### src/rtl/max_pool_2x2_stream.sv
// Streaming 2x2/stride-2 max-pool over a raster-order valid/ready pixel stream.
// Optional build macro RELU_FUSE_EN clamps negative input pixels to 0 before pooling.
`timescale 1ns/1ps
module max_pool_2x2_stream #(
  parameter int IMG_W  = 32,
  parameter int IMG_H  = 32,
  parameter int DATA_W = 32
) (
  input  logic                     clk,
  input  logic                     rst,
  input  logic                     clr,
  input  logic                     in_valid,
  output logic                     in_ready,
  input  logic signed [DATA_W-1:0] in_data,
  output logic                     out_valid,
  input  logic                     out_ready,
  output logic signed [DATA_W-1:0] out_data,
  output logic                     out_last,
  output logic                     frame_done
);
  localparam int CW  = $clog2(IMG_W);
  localparam int RW  = $clog2(IMG_H);
  localparam int HW  = IMG_W / 2;
  localparam int HCW = (HW > 1) ? $clog2(HW) : 1;

  logic [CW-1:0]            col;
  logic [RW-1:0]            row;
  logic [HCW-1:0]           hidx;
  logic signed [DATA_W-1:0] pair, pix, hmax, vmax, lbuf_rd;
  logic signed [DATA_W-1:0] lbuf [HW];
  logic                     in_xfer, out_xfer, col_end, row_end;

  function automatic logic signed [DATA_W-1:0] smax(input logic signed [DATA_W-1:0] a,
                                                    input logic signed [DATA_W-1:0] b);
    return (a >= b) ? a : b;
  endfunction

  always_comb begin
`ifdef RELU_FUSE_EN
    pix = in_data[DATA_W-1] ? '0 : in_data;
`else
    pix = in_data;
`endif
  end

  assign in_ready = !out_valid || out_ready;
  assign in_xfer  = in_valid && in_ready;
  assign out_xfer = out_valid && out_ready;
  assign col_end  = (col == CW'(IMG_W - 1));
  assign row_end  = (row == RW'(IMG_H - 1));
  assign hidx     = HCW'(col >> 1);
  assign lbuf_rd  = lbuf[hidx];
  assign hmax     = smax(pair, pix);
  assign vmax     = smax(lbuf_rd, hmax);

  always_ff @(posedge clk or posedge rst) begin
    if (rst) begin
      col        <= '0;
      row        <= '0;
      pair       <= '0;
      out_valid  <= 1'b0;
      out_data   <= '0;
      out_last   <= 1'b0;
      frame_done <= 1'b0;
    end else begin
      frame_done <= out_xfer && out_last;
      if (clr) begin
        // abort wins over any same-cycle input; a pending pooled pixel is dropped
        col       <= '0;
        row       <= '0;
        pair      <= '0;
        out_valid <= 1'b0;
        out_last  <= 1'b0;
      end else begin
        if (out_xfer) out_valid <= 1'b0;
        if (in_xfer) begin
          if (!col[0]) pair <= pix;
          if (col[0] && row[0]) begin
            out_data  <= vmax;
            out_last  <= col_end && row_end;
            out_valid <= 1'b1;
          end
          col <= col_end ? '0 : col + 1'b1;
          if (col_end) row <= row_end ? '0 : row + 1'b1;
        end
      end
    end
  end

  // even rows park horizontal-pair maxima; odd rows always read them back first
  always_ff @(posedge clk) begin
    if (in_xfer && !clr && col[0] && !row[0]) lbuf[hidx] <= hmax;
  end

endmodule

### config.mk
export PLATFORM = sky130hd
export DESIGN_NAME = max_pool_2x2_stream
export DESIGN_NICKNAME = d
export VERILOG_FILES = /design/src/rtl/max_pool_2x2_stream.sv
export SDC_FILE = /design/constraint.sdc
export NUM_CORES = 1
export LEC_CHECK = 0
export BUFFER_PORTS_ARGS = -buffer_cell sky130_fd_sc_hd__buf_2
export CAP_MARGIN = 10
export CORE_ASPECT_RATIO = 0.7
export CORE_MARGIN = 2
export CORE_UTILIZATION = 56
export DETAILED_ROUTE_END_ITERATION = 10
export PLACE_DENSITY = 0.76
export SKIP_LAST_GASP = 1
export SLEW_MARGIN = 20
export SYNTH_ARGS = -nofsm -noshare
export SYNTH_HDL_FRONTEND = slang
export SYNTH_SLANG_ARGS = --single-unit
### constraint.sdc
create_clock -name clk -period 4.67 [get_ports clk]
set_clock_uncertainty 0.1 [all_clocks]
set_input_delay 0.934 -clock clk [delete_from_list [all_inputs] [get_ports clk]]
set_output_delay 0.934 -clock clk [all_outputs]
set_load 0.03 [all_outputs]
Yosys cells after proc, flatten, opt, wreduce, memory -nomap -nowiden. Memory sizes are Yosys's and may differ from the RTL's. Cells that the tools add are included.

Bits in registers: 77. Bits in latches: 0. RAM bits: 512. Bits in read-only memories: 0. Output and inout bits: 36. Logic and storage cells: 56. Memories kept: 1.

Memory list: lbuf (words 16, width 32, rd ports 1, clocked after memory_dff 0, write ports 1, line 30) `logic signed [DATA_W-1:0] lbuf [HW];`.

$add $sub $neg: 2. Multipliers: 0. Div/mod/pow operators: 0. Magnitude comparators: 2. Eq/ne operators: 3. Shift-type cells: 0. Muxes and demuxes: 21. Bitwise operators: 1. Reductions and logical operators: 19.

Operators by type and width (count): $mux 32 (5); $ge 32x32->1 (2); $mux 5 (7); $add 5x1->5 const B (2); $eq 5x5->1 const B (2); $mux 1 (9); $logic_and 1x1->1 (8); $reduce_and 2->1 (3); $reduce_bool 2->1 (3); $logic_not 1->1 (3); $reduce_and 3->1 (1); $ne 2x2->1 const B (1); $logic_or 1x1->1 (1); $not 1->1 (1).

Longest topological paths before layout. Gate-level depths: netlist (run 1).

Word-level depth: 8. Depth in mapped cells: 20. Gate-level depth less buffers: 17.

Worst setup path before layout (run 1). OpenSTA, ideal clock, no wires.

Path type: input to register. From: input in_data[31]. To: register out_data[7]. Library setup time: 0.142 ns. Arrival time: 5.394 ns. Data required time: 4.428 ns. Path slack: -0.966 ns. Stages: 20. Buffers on the path: 4. Path through: inv_1 ha_1 nand4_2 or4_4 or3_1 o22ai_4 buf_6 buf_4 o22ai_1 nor2_1 ha_1 and2_1 a221o_1 a221oi_1 o2111ai_1 or4_1 buf_2 nand2_1 buf_2 o221ai_1.

Longest elaborated chain between the ends: 4.

Ends and longest elaborated chain: from (decl) (line 14) `input logic signed [DATA_W-1:0] in_data,`; $ge 32x32->1 (line 35) `return (a >= b) ? a : b;`; $mux 32 (*) (line 35); $ge 32x32->1 (line 35); $mux 32 (*) (line 35); to (signal assigned) (line 79) `out_data <= vmax;`; to (decl) (line 17) `output logic signed [DATA_W-1:0] out_data,`.

Mark *: on every way between the ends. The rest lies on a longest branch, timed or not. A chain may end at the register's enable or synchronous reset.

Final worst setup path (run 1).
From: input in_data[30]. To: register out_data[5].

Same word-level chain as after synthesis.

==> run_results.csv, run 1 <==
group,metric,value,unit
status,outcome,"finished with violations",
status,failed_checks,"negative setup slack",
timing,tightest_slew,0.854,ns
setup_path,timing.critical_path.to_type,"flip-flop",
setup_path,cpPeakStageDelay,0.60,ns
clock_tree,maximum_root_to_sink_buffer_count,3,
synth,seq_area_frac_synth,66.0,%
finish,final_design_area_no_fill,31700,um2
floorplanning,initial_utilization,56.6,%
routing,route.detailed.drc,0,
routing,via_per_inst,6.61,
power_and_ir_drop,max-vdd-ir-drop,0.354,mV
clock_tree,cts.root.buffer_cell,"clkbuf_16",
synth,yosys_most_used_dff,"edfxtp_1",
timing,hold_violations,0,
floorplanning,fp.dieH,185,um
routing,num_vias,17100,
placement,pre_cts_ws,-1.53,ns
synth,asyncSetResetFlopFracSynth,13.1,%
placement,detailed_place.area,29300,um2
global_route,global_route.usage.total,29.1,%
timing,period_needed,5.36,ns
finish,fill_cells,2835,
synth,synthTopCellsByArea,"edfxtp_1, mux4_2, dfrtp_1",
power_and_ir_drop,power.total,11.6,mW
setup_path,timing.setup.critical_path_class,"primary input to flip-flop",
routing,drt-initial-drc-count,2400,
synth,yosysMostFrequentCell,"edfxtp_1",
timing,relSlewSlack,43.1,%
setup_path,timing.critical_path.required,5.00,ns
placement,place_congestion,0.827,
floorplanning,top_level_ports,73,
synth,synth_area_per_cell,15.8,um2
synth,synth.cells.most_frequent,"edfxtp_1, mux4_2, nand2_1, a21oi_1",
timing,hold_slack,0.388,ns
finish,finalNetCount,2036,
global_route,grt_start_max_net_pins,69,
synth,ys_ff_latch,589,
floorplanning,die_w,263,um
global_route,initial_antenna_violation_count,0,
setup_path,crit_path_frequent_cell,"buf_12",
synth,synth-edff-count,512,
placement,post-dp-hpwl,42.1,mm
finish,drive_gt1_share,35.1,%
setup_path,critPathSlowestCell,"or4_4",
routing,wirelength,70.6,mm
timing,final-max-slew-violation-count,0,
setup_path,timing.critical_path.fanout_max,8,
clock_tree,cts_sinks,589,
timing,rsz0062_at_grt,"true",
global_route,grt_overflow,0,
synth,synth_fp_nets,1764,
finish,layout-area-overhead-vs-synth,20.8,%
clock_tree,number_of_buffers_added_by_the_clock_tree_synthesis_step,51,
synth,post_synth_inst_count,1659,
floorplanning,core,46300,um2
hold_path,hold_path.class,"primary input to asynchronous set/reset pin",
floorplanning,floorplan.die_area,48600,um2
synth,synth_top_area_share,58.7,%
setup_path,worstPathArrival,5.70,ns
routing,pre_antenna_drt_iters,5,
global_route,grt_pass1_vias,16900,
routing,postRouteAntennaNets,0,
timing,max_freq,186,MHz
clock_tree,clock_insertion_delay_worst_skew,0.60,ns
power_and_ir_drop,pwr_cell_area,367,nW/um2
clock_tree,clk_pin_slew,0.07,ns
clock_tree,htree_levels,2,
timing,finalSetupViolations,32,
finish,antennaDiodeCount,0,
synth,netlist.top_cell.by_area,"edfxtp_1",
setup_path,crit_chain,"buf_8 -> inv_4 -> ha_4 -> nand4_4 -> or4_4 -> or3_4 -> o22ai_4 -> buf_12 -> a221o_1 -> nor2_2 -> ha_1 -> a21o_1 -> a221o_1 -> a221oi_4 -> o2111ai_4 -> buf_6 -> or4_4 -> buf_12 -> nand2_8 -> buf_12 -> o221ai_1",
synth,syn-cell-area,26200,um2
timing,timing.final.ws_setup,-0.695,ns
timing,finalCritPeriodShare,115,%
global_route,first_pass_grt_wire_length,105,mm
clock_tree,holdBufCountCts,0,
power_and_ir_drop,static-leakage-power,11.2,nW
clock_tree,tritoncts,"yes",
synth,synthDistinctLibCells,53,
floorplanning,rows,66,
placement,port_buffers,72,
routing,avgRoutedWirePerCell,27.3,um
flow_run,max_cap_viol_count,0,
setup_path,critical_path_start_type,"primary input",
synth,yosysWarnings,0,
==> metrics by stage <==
step                      utilization, %  std cells  TNS [ns]
after floorplan                        -       1659    -19.06
after global placement              63.2       2465    -40.61
after detailed placement            63.2       2465    -46.85
after CTS                           68.0       2578    -14.17
after global routing                68.3       2583    -22.87
final                               68.3       2583    -20.77
==> logic make-up (layout without fill, tap and decap cells) <==
logic type                 count (synthesis)  after routing  share of synthesized area, %
AOI/OAI and AO/OA                        279            279                          7.05
adders and majority gates                 68             68                          3.25
buffers and inverters                    180            492                          2.78
DFF                                      589            589                          66.0
muxes                                    160            160                          13.8
and+or+nand+nor                          383            383                          7.15
==> placed cells by master, fill, tap and decap left out, types with 4 or more instances in the layout <==
cell type	synthesis	layout
nand2_1	152	151
nand4_1	44	44
o22ai_2	0	12
clkinv_1	0	9
nor2_2	0	6
buf_12	0	26
ha_1	68	51
clkbuf_16	0	52
dfrtp_1	77	73
and2_1	18	17
inv_2	23	34
buf_4	2	225
a32oi_1	16	14
o21ai_1	16	16
o22ai_4	1	4
bufinv_16	0	4
nor2b_1	33	33
ha_4	0	16
buf_2	12	58
nand2b_1	38	36
mux4_2	160	160
nor2_1	58	39
a221o_1	33	33
buf_6	4	16
inv_4	0	5
nand3_1	11	11
clkbuf_1	77	10
and3_1	5	5
o21ai_0	13	13
o221ai_1	17	15
a21oi_1	99	99
nor2_4	0	13
edfxtp_1	512	512
o22ai_1	64	49
clkinv_2	0	9
inv_1	46	29
nor3_4	0	4
==> timing repair <==
| action | 4_1_cts | 5_1_grt |
|---|---|---|
| setup endpoints to repair | 32 | 32 |
| setup buffers | 16 | 5 |
| gates cloned | 4 | 1 |
| pin swaps | 10 | 19 |
| resized for setup | 66 | 19 |
==> final cells by class <==
class / count / area (um2) / area share, %
clock buffers: 62 / 1330 / 4.19
inverters: 69 / 279 / 0.881
multi-input cells: 890 / 8870 / 28.0
flip-flops and latches: 589 / 17300 / 54.7
well taps: 612 / 766 / 2.42
clock inverters: 31 / 293 / 0.925
repair buffers: 330 / 2810 / 8.87
==> critical path, delay by kind of cell <==
| kind | cells | cell delay, ns |
|---|---|---|
| adder cells (fa/ha/maj) | 2 | 0.58 |
| AND/OR/NAND/NOR | 6 | 1.78 |
| AO/OA/AOI/OAI | 7 | 1.66 |
| buffers and inverters | 6 | 0.74 |
==> layer usage <==
metal  track usage [%]  vias to the layer above  wire length [um]  share of wire [%]
li1                  -                     7147                 -                  -
met1              41.3                     8734             27400                 39
met2              47.2                     1027             34300                 49
met3              5.16                      159              6910                9.8
met4              8.16                        0              1970                2.8
met5                 0                        -                 0                  0
==> power breakdown <==
group	total (mW)	switching, mW	internal [mW]
Sequential	5.91	0.0267	5.88
Combinational	1.52	0.867	0.654
Clock	4.18	1.92	2.26
Total	11.6	2.81	8.80
==> sequential cells by signal (all words and copies together) (netlist names) <==
name and count:
lbuf 512, row 5, out_last 1, out_valid 1, frame_done 1, col 5
out_data 32, pair 32
==> worst paths after layout <==
path | startpoint | end | slack (ns) | cells after the start
hold reg to reg | out_data[9] | out_data[9] | 0.41 | 2
setup reg to reg | pair[28] | out_data[5] | -0.68 | 19
setup / recovery | in_data[30] | out_data[5] | -0.69 | 21
max in group asynchronous | rst | out_data[25] | 3.26 | 3
hold / removal | rst | row[1] | 0.39 | 2
min in group clk | out_data[9] | out_data[9] | 0.41 | 2
Note: power is estimated with default switching activity, not from simulation.
==> run 2, diff against run 1 <==
--- a/config.mk
+++ b/config.mk
@@ -5,7 +5,7 @@
 export SDC_FILE = /design/constraint.sdc
 export NUM_CORES = 1
 export LEC_CHECK = 0
-export BUFFER_PORTS_ARGS = -buffer_cell sky130_fd_sc_hd__buf_2
+export BUFFER_PORTS_ARGS = -buffer_cell sky130_fd_sc_hd__buf_4
 export CAP_MARGIN = 10
 export CORE_ASPECT_RATIO = 0.7
 export CORE_MARGIN = 2
==> run 2 against run 1 <==
  * The flow still finishes with violations (negative setup slack)
  * Global-route usage fell by 1.4 points
  * First-iteration DRC count shrank 4.3%
  * Count of clock-buffer cells in the layout unchanged
  * Maximum frequency rose by 3.3%
  * Critical path type unchanged
  * Register-to-register slack improved by 0.18 ns
  * Final cell count is 0.31% lower
  * Largest cell class unchanged
  * Combinational power down 6%
  * Worst hold slack worse by 0.038 ns
  * Via count is 1.6% lower
  * Clock power up 6.7%
  * Power rose by 1.6%
==> run_results.csv, run 2 (synthesis gave the netlist of run 1 again) <==
group,metric,value,unit
status,outcome,"finished with violations",
status,failed_checks,"negative setup slack",
power_and_ir_drop,max-vdd-ir-drop,0.576,mV
global_route,grt_pass1_vias,16100,
global_route,global_route.usage.total,27.8,%
placement,dp_cells,2449,
finish,most-common-layout-cells,"edfxtp_1, buf_4, mux4_2",
placement,place_congestion,0.856,
routing,highest_layer,"met4",
routing,wirelength,68.3,mm
placement,port_buffers,72,
clock_tree,tritoncts,"yes",
clock_tree,number_of_buffers_added_by_the_clock_tree_synthesis_step,52,
floorplanning,core,46300,um2
timing,hold_violations,0,
routing,route.detailed.drc,0,
setup_path,worstPathArrival,5.57,ns
global_route,initial_antenna_violation_count,1,
timing,timing.final.ws_setup,-0.521,ns
routing,postRouteAntennaNets,0,
timing,max_freq,193,MHz
flow_run,max_cap_viol_count,0,
power_and_ir_drop,switchingPower,2.81,mW
clock_tree,clk_pin_slew,0.07,ns
finish,antennaDiodeCount,0,
setup_path,crit_start,"in_data[22]",
setup_path,timing.setup.critical_path_class,"primary input to flip-flop",
global_route,grt_start_max_net_pins,129,
power_and_ir_drop,pwr_cell_area,372,nW/um2
global_route,grt_overflow,0,
setup_path,timing.critical_path.fanout_max,31,
finish,finish.cell_count_without_fillers,2575,
clock_tree,holdBufCountCts,0,
hold_path,hold_path.class,"primary input to asynchronous set/reset pin",
power_and_ir_drop,power.total,11.8,mW
setup_path,worstReg2RegStart,"pair[23]",
floorplanning,rows,66,
setup_path,timing.critical_path.required,5.04,ns
floorplanning,top_level_ports,73,
finish,fill_cells,2829,
finish,finalCoreUtilization,68.4,%
finish,layout.cells.most_common,"edfxtp_1",
finish,largest-register,"lbuf",
finish,finalNetCount,2026,
timing,finalCritPeriodShare,111,%
routing,num_vias,16800,
finish,registers_with_the_most_flip_flops,"lbuf: 512 flops, out_data: 32 flops, pair: 32 flops",
floorplanning,fp.dieH,185,um
routing,met3RoutedLength,6.87,mm
power_and_ir_drop,cellInternalPower,8.99,mW
routing,via_per_inst,6.52,
power_and_ir_drop,power_switching_share,23.8,%
routing,pre_antenna_drt_iters,6,
timing,relSlewSlack,44.8,%
timing,finalSetupViolations,32,
routing,dr_wl_met2,32.6,mm
floorplanning,die_w,263,um
timing,rsz0062_at_grt,"true",
power_and_ir_drop,power.combinational.fraction,12.1,%
placement,post-dp-hpwl,41.5,mm
power_and_ir_drop,power_frac_seq,50.0,%
finish,layout-area-overhead-vs-synth,21.0,%
setup_path,timing.critical_path.to_type,"flip-flop",
finish,drive_gt1_share,34.2,%
placement,pre_cts_ws,-1.60,ns
routing,drt-initial-drc-count,2297,
global_route,first_pass_grt_wire_length,100,mm
routing,avgRoutedWirePerCell,26.5,um
finish,largest_register_ff_count,512,
clock_tree,htree_levels,2,
clock_tree,cts_sinks,589,
routing,detail_route.wirelength.met1,26.5,mm
setup_path,critical_path_start_type,"primary input",
power_and_ir_drop,static-leakage-power,11.1,nW
timing,final-max-slew-violation-count,0,
timing,period_needed,5.19,ns
timing,tightest_slew,0.827,ns
floorplanning,floorplan.die_area,48600,um2
floorplanning,initial_utilization,56.6,%
clock_tree,cts.root.buffer_cell,"clkbuf_16",
power_and_ir_drop,pwr-share-clk,37.8,%
clock_tree,clock_insertion_delay_worst_skew,0.60,ns
clock_tree,maximum_root_to_sink_buffer_count,3,
-- run 2: final timing paths --
check                              end  slack (ns)  cells past startpoint
max                        out_data[0]       -0.52                     22
min                             row[1]        0.35                      2
max reg2reg                out_data[0]       -0.50                     20
min reg2reg                out_data[3]        0.42                      2
max in group asynchronous  out_data[5]        3.05                      3
min in group clk           out_data[3]        0.42                      2
-- run 2: per-layer routing --
layer	up-vias	track usage [%]
li1	7120	-
met1	8511	38.3
met2	978	44.9
met3	178	6.21
met4	0	8.46
met5	-	0
-- run 2: critical path, cell delays in order --
cell and delay, ns:
buf_4 0.12, inv_8 0.03, ha_4 0.25, nand4_1 0.18, or4_4 0.51, or3_4 0.41
o22ai_4 0.21, buf_12 0.18, buf_12 0.18, a221o_1 0.20, nor2_1 0.07, ha_1 0.31
and3_1 0.20, nand4_1 0.16, or3_4 0.45, a211oi_2 0.19, buf_4 0.18, o31a_1 0.17
buf_4 0.15, buf_12 0.13, o22ai_1 0.10, o221ai_1 0.25
-- run 2: what timing repair did --
item / CTS / global route
setup endpoints to repair: 32 / 32
resized for setup: 19 / 42
pin swaps: 12 / 18
cloned: 0 / 4
setup buffers: 7 / 18
-- run 2: stage by stage --
step	area, um2	setup TNS (ns)	hold slack (ns)
CTS	31200	-10.11	0.367
global placement	29300	-44.01	0.408
finish	31700	-14.02	0.350
global route	31700	-17.07	0.407
detailed placement	29300	-49.39	0.396
floorplan	26400	-19.06	0.407
-- run 2: final cells by class --
cell class,count,area [um2],area share [%]
Sequential cell,589,17300,54.6
Clock buffer,62,1340,4.22
Timing Repair Buffer,319,2800,8.83
Inverter,69,275,0.868
Clock inverter,34,408,1.29
Tap cell,612,766,2.42
Multi-Input combinational cell,890,8800,27.8
-- run 2: power by group through the flow --
stage	sequential (mW)	combinational, mW	clock, mW
5_1_grt	5.91	1.54	4.70
4_1_cts	5.90	1.30	4.52
6_report	5.91	1.43	4.46
3_3_place_gp	6.02	1.20	0
2_1_floorplan	6.01	0.743	0
3_5_place_dp	6.02	1.25	0
==> run 3, diff against run 2 <==
--- a/config.mk
+++ b/config.mk
@@ -12,6 +12,7 @@
 export CORE_UTILIZATION = 56
 export DETAILED_ROUTE_END_ITERATION = 10
 export PLACE_DENSITY = 0.76
+export SKIP_CTS_REPAIR_TIMING = 1
 export SKIP_LAST_GASP = 1
 export SLEW_MARGIN = 20
 export SYNTH_ARGS = -nofsm -noshare
==> run 3 against run 2 <==
  * The flow still finishes with violations (negative setup slack)
  * Routed wire length grew 0.28%
  * Power shrank 0.13%
  * Combinational power is essentially flat
  * Design area shrank 0.19%
  * Highest routed layer unchanged
==> run_results.csv, run 3 (synthesis gave the netlist of run 1 again) <==
group,metric,value,unit
routing,via_per_inst,6.53,
finish,registers_with_the_most_flip_flops,"lbuf: 512 flops, out_data: 32 flops, pair: 32 flops",
floorplanning,initial_utilization,56.6,%
setup_path,timing.critical_path.fanout_max,14,
hold_path,hold_path.class,"primary input to asynchronous set/reset pin",
floorplanning,top_level_ports,73,
finish,finish.cell_count_without_fillers,2575,
floorplanning,die_w,263,um
clock_tree,cts_sinks,589,
setup_path,crit_chain,"buf_4 -> inv_8 -> ha_4 -> nand4_1 -> or4_4 -> or3_4 -> o22ai_4 -> buf_12 -> buf_12 -> a221o_1 -> nor2_1 -> ha_1 -> a21o_1 -> a221o_1 -> a221oi_2 -> o2111ai_2 -> buf_4 -> nor4_4 -> buf_6 -> o22ai_1 -> o221ai_1",
timing,finalSetupViolations,32,
global_route,initial_antenna_violation_count,1,
placement,post-dp-hpwl,41.5,mm
global_route,first_pass_grt_wire_length,99.9,mm
timing,hold_slack,0.348,ns
power_and_ir_drop,static-leakage-power,11.1,nW
timing,finalCritPeriodShare,111,%
setup_path,timing.critical_path.to_type,"flip-flop",
power_and_ir_drop,power.total,11.8,mW
clock_tree,maximum_root_to_sink_buffer_count,3,
timing,timing.final.ws_setup,-0.518,ns
flow_run,max_cap_viol_count,0,
floorplanning,floorplan.die_area,48600,um2
clock_tree,tritoncts,"yes",
setup_path,worstPathArrival,5.56,ns
global_route,grt_overflow,0,
clock_tree,clock_insertion_delay_worst_skew,0.60,ns
finish,largest-register,"lbuf",
setup_path,timing.critical_path.required,5.05,ns
placement,dp_cells,2449,
finish,layout-area-overhead-vs-synth,20.8,%
setup_path,critical_path.n_buffers_inverters,6,
timing,period_needed,5.19,ns
timing,hold_violations,0,
status,failed_checks,"negative setup slack",
finish,most-common-layout-cells,"edfxtp_1, buf_4, mux4_2",
placement,pre_cts_ws,-1.60,ns
routing,route.detailed.drc,0,
finish,register_area,17300,um2
global_route,global_route.usage.total,27.6,%
timing,tightest_slew,0.820,ns
finish,drive_gt1_share,33.7,%
floorplanning,fp.dieH,185,um
global_route,use_met2,44.6,%
status,outcome,"finished with violations",
global_route,gr-usage-met1,38.4,%
clock_tree,number_of_buffers_added_by_the_clock_tree_synthesis_step,52,
global_route,busiest_layer,"met2",
setup_path,reg2reg_to,"out_data[7]",
setup_path,critPathSlowestCell,"or4_4",
finish,fill_cells,2844,
global_route,grt_start_max_net_pins,129,
power_and_ir_drop,pwr_cell_area,372,nW/um2
setup_path,critPathTopFamily,"compound AO/OA/AOI/OAI gates",
placement,place_congestion,0.856,
finish,finalNetCount,2026,
floorplanning,core,46300,um2
timing,final-max-slew-violation-count,0,
power_and_ir_drop,max-vdd-ir-drop,0.576,mV
routing,pre_antenna_drt_iters,7,
setup_path,path_depth,21,
timing,max_freq,193,MHz
floorplanning,rows,66,
finish,antennaDiodeCount,0,
finish,layout.cells.most_common,"edfxtp_1",
clock_tree,clk_pin_slew,0.07,ns
routing,drt-initial-drc-count,2017,
routing,postRouteAntennaNets,0,
clock_tree,htree_levels,2,
routing,num_vias,16800,
setup_path,critical_path_start_type,"primary input",
setup_path,worst-r2r-setup-slack,-0.49,ns
setup_path,rr_worst_depth,19,
setup_path,worstReg2RegStart,"pair[30]",
global_route,grt_use_met3,6.05,%
global_route,grt_pass1_vias,16000,
placement,port_buffers,72,
timing,relSlewSlack,45.3,%
routing,avgRoutedWirePerCell,26.6,um
timing,rsz0062_at_grt,"true",
setup_path,cpPeakStageDelay,0.50,ns
routing,wirelength,68.5,mm
clock_tree,cts.root.buffer_cell,"clkbuf_16",
setup_path,timing.setup.critical_path_class,"primary input to flip-flop",
finish,largest_register_ff_count,512,
finish,area_of_the_multi_input_gates,8730,um2
## run 3: per-layer routing
layer	wire length, um	vias up
met5	0	-
met4	2270	0
met3	7040	159
met2	32400	965
met1	26800	8573
li1	-	7124
## run 3: worst max-delay path by stage
| stage | startpoint | end | slack (ns) |
|---|---|---|---|
| 6_report | in_data[22] | out_data[7] | -0.52 |
| 5_1_grt | pair[31] | out_data[21] | -0.63 |
| 4_1_cts | in_data[22] | out_data[21] | -1.07 |
| 3_5_place_dp | in_data[22] | out_data[16] | -1.60 |
| 3_3_place_gp | in_data[22] | out_data[26] | -1.43 |
| 2_1_floorplan | in_data[22] | out_data[14] | -0.66 |
## run 3: cell type report
cell class,count,area share (%)
flip-flops and latches,589,54.7
multi-input cells,891,27.6
repair buffers,318,8.88
clock buffers,62,4.23
well taps,612,2.42
clock inverters,34,1.29
inverters,69,0.886
## run 3: per-stage QoR
stage	cell area (um2)	setup TNS (ns)	utilization [%]
floorplan	26400	-19.06	-
global placement	29300	-44.01	63.2
detailed placement	29300	-49.39	63.2
CTS	31000	-31.64	67.0
global route	31600	-18.04	68.3
finish	31600	-14.93	68.3
## run 3: report_power, final
part	internal, mW	total, mW	switching (mW)
logic	0.590	1.41	0.823
registers	5.88	5.91	0.0210
clock network	2.51	4.47	1.96
total	8.99	11.8	2.80
